[src/rtl/branch_pkg.sv]
// branch_pkg: shared counter encodings, FSM states and default sizing for the branch predictor
// No ports; imported by sat_counter2 and branch_predict_ctrl.
package branch_pkg;
  typedef enum logic [1:0] {SNT = 2'b00, WNT = 2'b01, WT = 2'b10, ST = 2'b11} cnt_t;
  typedef enum logic {RUN = 1'b0, RECOVER = 1'b1} state_t;
  localparam int IDX_W_DEF = 4;
endpackage

[src/rtl/sat_counter2.sv]
// sat_counter2: next value of a 2-bit saturating counter
// Ports: cur (present value), inc (1 = count up, 0 = count down), nxt (saturated next value).
module sat_counter2
  import branch_pkg::*;
(
  input  logic [1:0] cur,
  input  logic       inc,
  output logic [1:0] nxt
);
  always_comb nxt = inc ? ((cur == ST) ? cur : cur + 2'd1) : ((cur == SNT) ? cur : cur - 2'd1);
endmodule

[src/rtl/branch_predict_ctrl.sv]
// branch_predict_ctrl: bimodal branch predictor with mispredict redirect/flush and statistics
// Ports: clk/rst_n (sync active-low); if_pc/if_is_branch -> pred_taken (fetch lookup);
// ex_* resolution inputs -> redirect_valid/redirect_pc/flush; mispredict_cnt saturating count.
module branch_predict_ctrl
  import branch_pkg::*;
#(
  parameter int IDX_W = IDX_W_DEF,
  parameter int CNT_W = 16
) (
  input  logic             clk,
  input  logic             rst_n,
  input  logic [31:0]      if_pc,
  input  logic             if_is_branch,
  output logic             pred_taken,
  input  logic             ex_valid,
  input  logic             ex_is_branch,
  input  logic [31:0]      ex_pc,
  input  logic             ex_pred_taken,
  input  logic             ex_taken,
  input  logic [31:0]      ex_target,
  output logic             redirect_valid,
  output logic [31:0]      redirect_pc,
  output logic             flush,
  output logic [CNT_W-1:0] mispredict_cnt
);
  logic [1:0] tbl [2**IDX_W];
  state_t state, state_nxt;
  logic [IDX_W-1:0] if_idx, ex_idx;
  logic [1:0] upd;
  logic considered, mis;
  assign if_idx = if_pc[IDX_W+1:2];
  assign ex_idx = ex_pc[IDX_W+1:2];
  // lookup reads the registered table, so a same-cycle update is not bypassed
  assign pred_taken = if_is_branch & tbl[if_idx][1];
  // rst_n gating keeps redirect/flush quiet while reset is held
  assign considered = rst_n & ex_valid & ex_is_branch & (state == RUN);
  assign mis = considered & (ex_taken != ex_pred_taken);
  sat_counter2 u_sat (.cur(tbl[ex_idx]), .inc(ex_taken), .nxt(upd));
  always_comb begin
    state_nxt = (state == RUN && mis) ? RECOVER : RUN;
    redirect_valid = mis;
    flush = mis;
    redirect_pc = mis ? (ex_taken ? ex_target : ex_pc + 32'd4) : 32'd0;
  end
  always_ff @(posedge clk) begin
    if (!rst_n) begin
      for (int i = 0; i < 2**IDX_W; i++) tbl[i] <= WNT;
      state <= RUN;
      mispredict_cnt <= '0;
    end else begin
      state <= state_nxt;
      if (considered) tbl[ex_idx] <= upd;
      if (mis && !(&mispredict_cnt)) mispredict_cnt <= mispredict_cnt + CNT_W'(1);
    end
  end
endmodule

[config.mk]
export PLATFORM = sky130hd
export DESIGN_NAME = branch_predict_ctrl
export DESIGN_NICKNAME = d
export VERILOG_FILES = /design/src/rtl/branch_pkg.sv /design/src/rtl/sat_counter2.sv /design/src/rtl/branch_predict_ctrl.sv
export SDC_FILE = /design/constraint.sdc
export NUM_CORES = 1
export LEC_CHECK = 0
export ABC_AREA = 1
export BUFFER_PORTS_ARGS = -buffer_cell sky130_fd_sc_hd__buf_2
export CORE_AREA = 2 2 95 97
export DETAILED_ROUTE_END_ITERATION = 6
export DIE_AREA = 0 0 97 99
export PLACE_DENSITY = 0.77
export SYNTH_ARGS = -nofsm -noshare
export SYNTH_HDL_FRONTEND = slang
export SYNTH_SLANG_ARGS = --single-unit
[constraint.sdc]
create_clock -name clk -period 2.1 [get_ports clk]
set_input_delay 0 -clock clk [delete_from_list [all_inputs] [get_ports clk]]
set_output_delay 0 -clock clk [all_outputs]
set_load 0.01 [all_outputs]
==> results.py <==
metrics = {
    "synthesis": {
        "synth_edf_count": 32,
        "synth.area.top_cells": "edfxtp_1 (22%), nand2_1 (14%), nor2_1 (12%)",
        "synthCells": 689,
        "seq_area_frac_synth_pct": 30.4,
        "async_flop_share_pct": 0,
        "synth_area_um2": 4270,
        "synth_top_area_share_pct": 22.5,
        "synth_top_cell_by_area": "edfxtp_1",
        "ys_types": 38,
        "synthFlopType": "edfxtp_1",
        "ys_ff_latch": 49,
        "synth_warnings": 0,
        "syn_avg_cell_area_um2": 6.20,
        "syn_nets": 797,
    },
    "clock_network": {
        "htreeDepth": 2,
        "clock-root-buffer": "clkbuf_8",
        "clockBufferDepth": 2,
        "cts_hold_buf": 0,
        "cts.sinks": 49,
        "cts_made_buffers": 5,
        "clk-insertion-delay-late_ps": 310,
        "post-cts-setup-buffers": 0,
        "cts_tree": "done",
        "clk_pin_slew_ps": 100,
        "cts_repair_resize_count": 0,
    },
    "floorplan": {
        "fp.dieW_um": 97,
        "dieArea_um2": 9600,
        "floorplan.initialDensity_pct": 50.0,
        "coreArea_um2": 8550,
        "ios": 154,
        "num_rows": 34,
        "die_h_um": 99,
    },
    "pwr": {
        "power_density_nw_per_um2": 436,
        "irDropWorstVdd_mv": 0.289,
        "cellLeakagePower_uw": 0.00250,
        "total_power_uw": 2220,
    },
    "layout": {
        "seqCellArea_um2": 1300,
        "utilization_pct": 59.4,
        "drive_gt1_share_pct": 20.6,
        "syn_to_final_growth_pct": 18.9,
        "final_cell_area_um2": 5080,
        "final_common_cell": "nand2_1",
        "layout_common_cells": "nand2_1 (156), nor2_1 (135), buf_2 (125)",
        "fin_nets": 916,
        "antenna_cells": 0,
        "multi_input_area_um2": 2420,
        "fill_cells": 872,
    },
    "timing": {
        "slew_headroom_pct": 59.7,
        "setup_viol": 0,
        "finalCritPeriodShare_pct": 87.7,
        "fin_crit_ps": 1840,
        "fin_setup_tns_ps": 0,
        "hold_violations": 0,
        "rsz0062_at_grt": "no",
        "finClkSkew_ps": 14.4,
        "max_freq_ghz": 0.543,
        "drv_slew": 0,
        "worstMarginPinSlew_ps": 600,
    },
    "global_routing": {
        "grt_pass1_vias": 4327,
        "track_usage_pct": 25.3,
        "grt_pass1_wl_mm": 20.2,
        "grt.overflow.total": 0,
        "grt_max_degree": 37,
        "antenna_found_initial": 0,
    },
    "worst_setup_path": {
        "cp-start-kind": "flip-flop",
        "cp.required_ps": 2310,
        "cp-end-kind": "flip-flop",
        "path_max_fanout": 5,
        "timing_worst_setup_path_type": "flip-flop to flip-flop",
        "worstPathArrival_ps": 2050,
    },
    "placed_design": {
        "dp_hpwl_mm": 9.81,
        "placed_cell_area_um2": 4970,
        "place.gp.congestion": 0.922,
        "io_buffers": 125,
    },
    "run_status": {
        "status": "complete, no violations",
    },
    "route": {
        "drt_iter0_drc": 327,
        "drt_wl_total_mm": 12.4,
        "vias": 4733,
        "ant_nets": 0,
        "post-route-drc-count": 0,
        "wl_per_cell_um": 13.5,
        "drt_pass1_iterations": 5,
        "viasPerCell": 5.16,
    },
    "run": {
        "cap_violations": 0,
    },
    "worst_hold_path": {
        "hold_class": "primary input to flip-flop",
    },
}
area by class of cell:
type | instances | share of cell area, %
Sequential cell | 49 | 25.6
Clock inverter | 3 | 0.862
Multi-Input combinational cell | 508 | 47.7
Inverter | 110 | 8.22
Timing Repair Buffer | 134 | 13.6
Clock buffer | 5 | 1.35
Tap cell | 108 | 2.66
worst max-delay path, cell delays in order, from the launching register on:
cell,delay (ps)
dfxtp_1,410
ha_1,220
inv_1,70
nor3_1,520
nand4_1,150
nor2_1,160
xor2_1,160
nor2_1,50
sequential cells by signal (all words and copies together), names as in the netlist:
name and cells:
mispredict_cnt 16, tbl 32, state 1
path summary, 6_finish.rpt:
kind | start | end | slack [ps] | cells after the start
worst min-delay path | rst_n | mispredict_cnt[7]$_SDFFE_PN0P_ | 160 | 4
worst max-delay path | mispredict_cnt[0]$_SDFFE_PN0P_ | mispredict_cnt[12]$_SDFFE_PN0P_ | 260 | 7
worst min register to register | mispredict_cnt[7]$_SDFFE_PN0P_ | mispredict_cnt[7]$_SDFFE_PN0P_ | 500 | 2
worst max register to register | mispredict_cnt[0]$_SDFFE_PN0P_ | mispredict_cnt[12]$_SDFFE_PN0P_ | 260 | 7
metrics by stage:
step                instances  hold WS (ps)  setup WS, ps
floorplan                 689           130           488
global placement          909           306           362
detailed placement        909           316           317
CTS                       917           157           300
global route              917           212          60.9
finish                    917           161           258
cell usage after synthesis, types with 2 or more instances:
master / number
clkbuf_1: 8
nor2_1: 135
nor2_2: 4
a21oi_1: 27
buf_4: 4
xnor2_1: 7
or2_0: 2
nor3b_1: 2
nor2_4: 2
xor2_1: 14
nand2_1: 156
o211ai_1: 3
nor3_1: 13
edfxtp_1: 32
buf_2: 4
ha_1: 5
clkinv_1: 2
nand4_1: 8
nand2_4: 2
nand3b_1: 7
nand3_1: 67
inv_2: 4
dfxtp_1: 17
buf_6: 4
nand2_2: 7
inv_1: 103
buf_1: 2
o21ai_0: 34
o21ai_1: 5
kinds of logic after synthesis:
kind of cell	Yosys count	synth area share, %
AO/OA/AOI/OAI	72	8.99
XOR/XNOR	21	4.30
adder cells (fa/ha/maj)	5	1.46
flip-flops	49	30.4
buffers and inverters	132	12.9
AND/OR/NAND/NOR	410	41.9
power breakdown:
| group | switching, µW | internal [µW] | total (µW) |
|---|---|---|---|
| Combinational | 310 | 162 | 472 |
| Clock | 336 | 357 | 694 |
| Sequential | 9.76 | 1040 | 1050 |
| Total | 656 | 1560 | 2220 |
layer usage:
metal	GRT usage [%]	part of all wire, %
met5	0	0
met4	6.18	1.2
met3	4.54	8.1
met2	41.8	46
met1	34.5	45
(Power assumes the default switching activity.)
